<file path="config.mk">
export PLATFORM = sky130hd
export DESIGN_NAME = rf_wb_arbiter_flat
export DESIGN_NICKNAME = d
export VERILOG_FILES = /design/src/rtl/rf_wb_arbiter_if.sv /design/src/rtl/rf_wb_arbiter.sv /design/src/flat_wrapper.sv
export SDC_FILE = /design/constraint.sdc
export NUM_CORES = 1
export LEC_CHECK = 0
export ABC_AREA = 1
export CORE_MARGIN = 4
export CORE_UTILIZATION = 43
export DETAILED_ROUTE_END_ITERATION = 12
export PLACE_DENSITY = 0.91
export SYNTH_ARGS = -nofsm -noshare
export SYNTH_HDL_FRONTEND = slang
export SYNTH_SLANG_ARGS = --single-unit
</file>
<file path="constraint.sdc">
create_clock -name wrclk -period 4.43 [get_ports wrclk]
set_clock_uncertainty 0.15 [all_clocks]
set_input_delay 0.6645 -clock wrclk [delete_from_list [all_inputs] [get_ports wrclk]]
set_output_delay 0.6645 -clock wrclk [all_outputs]
set_load 0.01 [all_outputs]
</file>
<file path="src/rtl/rf_wb_arbiter_if.sv">
// Write-back bundle between the two requesters, issue logic,
// the arbiter and the register file write port.
interface rf_wb_arbiter_if;
    logic        a_valid;
    logic [4:0]  a_rw;
    logic [31:0] a_data;
    logic        a_ready;
    logic        b_valid;
    logic [4:0]  b_rw;
    logic [31:0] b_data;
    logic        b_ready;
    logic        rsv_valid;
    logic [4:0]  rsv_rd;
    logic        regwr;
    logic [4:0]  rw;
    logic [31:0] busW;
    logic [31:0] busy;

    modport slave (
        input  a_valid, a_rw, a_data,
        input  b_valid, b_rw, b_data,
        input  rsv_valid, rsv_rd,
        output a_ready, b_ready,
        output regwr, rw, busW, busy
    );

    modport master (
        output a_valid, a_rw, a_data,
        output b_valid, b_rw, b_data,
        output rsv_valid, rsv_rd,
        input  a_ready, b_ready,
        input  regwr, rw, busW, busy
    );
endinterface

</file>
<file path="src/rtl/rf_wb_arbiter.sv">
// Round-robin write-back arbiter for the register file write port,
// with a per-register busy scoreboard for issue stalls.
module rf_wb_arbiter (
    input  logic           wrclk,
    input  logic           rst_n,
    rf_wb_arbiter_if.slave wb
);

    typedef enum logic {
        GNT_A = 1'b0,
        GNT_B = 1'b1
    } grant_e;

    grant_e      last_grant;
    logic        xfer;
    logic [4:0]  req_rw;
    logic [31:0] req_data;
    logic        regwr_q;
    logic [4:0]  rw_q;
    logic [31:0] busw_q;
    logic [31:0] busy_q;
    logic [31:0] busy_d;

    // Ready depends only on valids and last_grant, never on rw/data.
    assign wb.a_ready = wb.a_valid &&
                        (!wb.b_valid || last_grant == GNT_B);
    assign wb.b_ready = wb.b_valid &&
                        (!wb.a_valid || last_grant == GNT_A);

    assign xfer     = wb.a_ready || wb.b_ready;
    assign req_rw   = wb.a_ready ? wb.a_rw   : wb.b_rw;
    assign req_data = wb.a_ready ? wb.a_data : wb.b_data;

    always_comb begin
        busy_d = busy_q;
        if (regwr_q)
            busy_d[rw_q] = 1'b0;
        // Reservation after the clear so a same-cycle set wins.
        if (wb.rsv_valid && wb.rsv_rd != 5'd0)
            busy_d[wb.rsv_rd] = 1'b1;
        busy_d[0] = 1'b0;
    end

    always_ff @(posedge wrclk or negedge rst_n) begin
        if (!rst_n) begin
            last_grant <= GNT_B;
            regwr_q    <= 1'b0;
            rw_q       <= 5'd0;
            busw_q     <= 32'd0;
            busy_q     <= 32'd0;
        end else begin
            busy_q  <= busy_d;
            regwr_q <= xfer && req_rw != 5'd0;
            if (xfer) begin
                rw_q   <= req_rw;
                busw_q <= req_data;
            end
            if (wb.a_ready)
                last_grant <= GNT_A;
            else if (wb.b_ready)
                last_grant <= GNT_B;
        end
    end

    assign wb.regwr = regwr_q;
    assign wb.rw    = rw_q;
    assign wb.busW  = busw_q;
    assign wb.busy  = busy_q;

endmodule

</file>
<file path="src/flat_wrapper.sv">
// flat-port wrapper written by rule: the top's interface ports become plain ports
module rf_wb_arbiter_flat 
  (wrclk, rst_n, wb_a_valid, wb_a_rw, wb_a_data, wb_b_valid, wb_b_rw, wb_b_data, wb_rsv_valid, wb_rsv_rd, wb_a_ready, wb_b_ready, wb_regwr, wb_rw, wb_busW, wb_busy);
  rf_wb_arbiter_if wb_i ();
  input  logic wrclk;
  input  logic rst_n;
  input wire logic [$bits(wb_i.a_valid)-1:0] wb_a_valid;
  input wire logic [$bits(wb_i.a_rw)-1:0] wb_a_rw;
  input wire logic [$bits(wb_i.a_data)-1:0] wb_a_data;
  input wire logic [$bits(wb_i.b_valid)-1:0] wb_b_valid;
  input wire logic [$bits(wb_i.b_rw)-1:0] wb_b_rw;
  input wire logic [$bits(wb_i.b_data)-1:0] wb_b_data;
  input wire logic [$bits(wb_i.rsv_valid)-1:0] wb_rsv_valid;
  input wire logic [$bits(wb_i.rsv_rd)-1:0] wb_rsv_rd;
  output wire logic [$bits(wb_i.a_ready)-1:0] wb_a_ready;
  output wire logic [$bits(wb_i.b_ready)-1:0] wb_b_ready;
  output wire logic [$bits(wb_i.regwr)-1:0] wb_regwr;
  output wire logic [$bits(wb_i.rw)-1:0] wb_rw;
  output wire logic [$bits(wb_i.busW)-1:0] wb_busW;
  output wire logic [$bits(wb_i.busy)-1:0] wb_busy;
  assign wb_i.a_valid = wb_a_valid;
  assign wb_i.a_rw = wb_a_rw;
  assign wb_i.a_data = wb_a_data;
  assign wb_i.b_valid = wb_b_valid;
  assign wb_i.b_rw = wb_b_rw;
  assign wb_i.b_data = wb_b_data;
  assign wb_i.rsv_valid = wb_rsv_valid;
  assign wb_i.rsv_rd = wb_rsv_rd;
  assign wb_a_ready = wb_i.a_ready;
  assign wb_b_ready = wb_i.b_ready;
  assign wb_regwr = wb_i.regwr;
  assign wb_rw = wb_i.rw;
  assign wb_busW = wb_i.busW;
  assign wb_busy = wb_i.busy;
  rf_wb_arbiter u_core (.wrclk(wrclk), .rst_n(rst_n), .wb(wb_i));
endmodule
</file>
**Word level (Yosys, flattened, before mapping)**

Index checks and enable logic that the tools add are counted.

- Magnitude comparators: 4
- Multiplexer cells: 10
- Bitwise operators: 4
- Reduce and logical (&&, ||, !) cells: 14

Operators with widths:

| operator | number |
|---|---|
| 32-bit two-way mux | 3 |
| 32-bit bitwise AND | 1 |
| 32-bit NOT | 1 |
| 32-bit OR | 1 |
| 5-bit by 6-bit < comparator with 1-bit output (second input constant) | 2 |
| 1-bit demux with 5-bit select | 2 |
| 5-bit by 1-bit greater-or-equal comparator with 1-bit output (second input constant) | 2 |
| 5-bit nonzero test | 2 |
| 1-bit logical AND | 6 |
| 5-bit two-way mux | 1 |
| 1-bit two-way mux | 4 |
| 1-bit logical OR | 3 |
| 1-bit logical NOT | 2 |
| 2-bit nonzero test | 1 |
| 1-bit NOT | 1 |

- Flip-flop bits (word level): 70
- Bits of input ports: 84
- Output and inout port bits: 72
- Word-level logic and storage cells: 37

**Logic depth before layout (Yosys ltp)**

- Depth after elaboration: 9
- Depth in mapped cells: 9
- Depth with buffers taken out: 8

**Least setup slack after synthesis**

Ideal clock, no wire load.

- Kind: input -> output
- From: in wb_b_valid
- To: out wb_a_ready
- Arrival: 1.226 ns
- Required time: 3.615 ns
- Slack: 2.389 ns
- Stages on the path: 5
- Path buffers: 2
- Path through: buf_4 -> nand2_4 -> nand2_2 -> inv_2 -> buf_2

- Longest elaborated chain between the ends: 3

Ends and longest elaborated chain:

| item | line | source |
|---|---|---|
| start: declaration | flat_wrapper.sv:10 | `input wire logic [$bits(wb_i.b_valid)-1:0] wb_b_valid;` |
| 1-bit logical NOT | rf_wb_arbiter.sv:26 | `(!wb.b_valid \|\| last_grant == GNT_B);` |
| 1-bit logical OR | rf_wb_arbiter.sv:26 |  |
| 1-bit logical AND | rf_wb_arbiter.sv:25 | `assign wb.a_ready = wb.a_valid &&` |
| end: declaration | flat_wrapper.sv:15 | `output wire logic [$bits(wb_i.a_ready)-1:0] wb_a_ready;` |

Every way passes these cells.

**Final worst setup path**

- From: in wb_a_valid
- To: out wb_a_ready

- Longest elaborated chain between the ends: 1

Ends and longest elaborated chain:

| item | line | source |
|---|---|---|
| start: declaration | flat_wrapper.sv:7 | `input wire logic [$bits(wb_i.a_valid)-1:0] wb_a_valid;` |
| 1-bit logical AND | rf_wb_arbiter.sv:25 |  |

Every way passes these cells.

==> qor.yml <==
final_layout:
  ff_latch_area_um2: 1750
  multi_input_area_um2: 1160
  synthToLayoutAreaGrowth_pct: 57.6
  final_cells: 608
  nNetsFinal: 591
  antenna_cells: 0
  fillers: 500
  drive_above_1_share: 0.0508
clock_tree:
  cts_num_sinks: 70
  cts_root_buf: "clkbuf_8"
  cts_tree: "built"
  cts_setup_buffers: 0
  cts_buffer_depth: 2
  clock_latency_ns: 0.33
  cts_hold_buf: 0
  clk_pin_slew_ns: 0.06
  htree_levels: 3
  cts_resized: 0
  cts_made_buffers: 9
die:
  ios: 156
  start_util: 0.450
  rows: 30
  die_y_um: 92.8
  core-area_um2: 6870
  die_area_um2: 8600
  die_x_um: 92.8
pwr:
  vdd_drop_max_v: 0.000194
  p_comb_frac: 0.376
  seqPwrFrac: 0.406
  power_w: 0.00238
  power_density_nw_per_um2: 488
  p_int_w: 0.00162
  clockPowerShare: 0.218
  p_leak_nw: 2.01
  p_sw_frac: 0.319
  power_switching_w: 0.000758
placement:
  gp_congestion: 0.893
  placed_cells: 592
  hpwl_um: 7570
  io_buffers: 154
grt:
  grt_max_degree: 45
  overflow: 0
  grt_pass1_wl_um: 16400
  antenna_found_initial: 0
  grt_usage: 0.239
  grt_pass1_vias: 3325
sta:
  setup-tns-final_ns: 0
  max_slew_margin: 0.371
  min_period_over_period: 0.745
  max_freq_ghz: 0.303
  fin_crit_ns: 3.30
  rsz0062_at_grt: "false"
  tightest_slew_ns: 0.943
  hold_viol_final: 0
  timing.final.max_slew_violations: 0
  setup_viol_count_final: 0
route:
  drt-initial-drc-count: 125
  via_per_inst: 5.35
  drt-total-wl_um: 10100
  drc: 0
  routedWlPerCell_um: 16.6
  vias: 3254
  dr.pass1.iters: 5
  antenna_left: 0
logic_synthesis:
  netlist_instances: 355
  syn-num-nets: 439
  synth_seq_area_share: 0.567
  syn_area_um2: 3090
  syn_area_per_cell_um2: 8.70
  yosysWarnings: 0
  ys_types: 21
  ys_ff_latch: 70
critical_path:
  worstPathRequired_ns: 3.62
  worstSetupPathType: "in2out"
  crit_path_end_kind: "primary output"
  cp-start-kind: "input pin"
  r2r_slack_ns: 2.37
  rr_worst_depth: 8
  cp_data_arrival_time_ns: 2.49
  critPathMaxFanout: 34
flow_run:
  cap_viol_max_count: 0
outcome:
  status: "complete, no violations"
hold_path:
  hp-class: "in2async"
[through the flow]
stage	instance area (µm²)	worst slack, ns	hold slack (ns)	utilization
6_report	4870	1.13	0.331	0.709
5_1_grt	4870	1.05	0.372	0.709
4_1_cts	4870	1.14	0.348	0.709
3_5_place_dp	4670	1.15	0.331	0.679
3_3_place_gp	4670	1.21	0.317	0.679
2_1_floorplan	3090	2.39	0.219	-
[per-layer routing]
layer	routed length, µm	global-route usage	vias up
li1	-	-	1510
met1	3780	0.286	1502
met2	4880	0.399	218
met3	1240	0.0845	24
met4	214	0.0855	0
met5	0	0	-
[cell usage after synthesis]
cell / n / share of area
inv_1: 18 / 0.022
dfrtp_1: 69 / 0.56
buf_4: 2 / 0.0049
buf_2: 3 / 0.0049
nand3_1: 25 / 0.041
dfstp_2: 1 / 0.0085
nand2_2: 1 / 0.0020
nor2_1: 36 / 0.044
clkbuf_1: 7 / 0.0085
a21oi_1: 32 / 0.052
or2_4: 1 / 0.0028
conb_1: 1 / 0.0012
nand2_1: 48 / 0.058
o21ai_1: 36 / 0.058
nand3b_1: 1 / 0.0024
o21ai_0: 66 / 0.11
nand2_4: 1 / 0.0036
inv_2: 1 / 0.0012
a21oi_2: 1 / 0.0028
inv_4: 1 / 0.0020
buf_6: 4 / 0.015
[sequential cells by signal (all words and copies together), names as in the netlist]
name / count
u_core.wb.busy: 31
u_core.wb.rw: 5
u_core.last_grant: 1
u_core.wb.regwr: 1
u_core.wb.busW: 32
[layout by cell type (no fill, tap or decap), drive strengths merged]
master / count
clkdlybuf4s50: 153
o21ai: 102
dfrtp: 69
nand2: 50
nor2: 36
a21oi: 33
nand3: 25
inv: 20
clkbuf: 12
buf: 4
clkinv: 3
or2: 1
nand3b: 1
conb: 1
bufinv: 1
dfstp: 1
[power by group through the flow]
stage                     combinational, W  clock (W)  sequential (W)
final                             0.000893   0.000517        0.000964
after global routing              0.000963   0.000556        0.000990
after CTS                         0.000900   0.000522        0.000962
after detailed placement          0.000896          0        0.000974
after global placement            0.000861          0        0.000962
after floorplan                   0.000232          0         0.00104
[cells by family after synthesis]
kind of cell           Yosys count  synth area share
AOI/OAI and AO/OA              135             0.220
DFF                             70             0.567
buffers and inverters           36            0.0579
and+or+nand+nor                113             0.154
other                            1           0.00121
[worst max-delay path, cell delays in order]
cell and delay (ns):
clkdlybuf4s50_1 0.61, nand2_2 0.11, inv_2 0.45, clkdlybuf4s50_1 0.65
[area by class of cell]
cell class / count / share of cell area
flip-flops and latches: 70 / 0.360
clock inverters: 4 / 0.00925
clock buffers: 12 / 0.0319
multi-input cells: 249 / 0.238
well taps: 96 / 0.0247
inverters: 20 / 0.0159
repair buffers: 157 / 0.320
[path summary, 6_finish.rpt]
check / end / from
setup / recovery: wb_a_ready / wb_a_valid
hold / removal: u_core.wb.busy[13] / rst_n
setup reg to reg: u_core.wb.busW[12] / u_core.last_grant
hold reg to reg: u_core.wb.busW[14] / u_core.wb.busW[14]
max in group asynchronous: u_core.last_grant / rst_n
min in group wrclk: u_core.wb.busW[14] / u_core.wb.busW[14]
(Power assumes the default switching activity.)
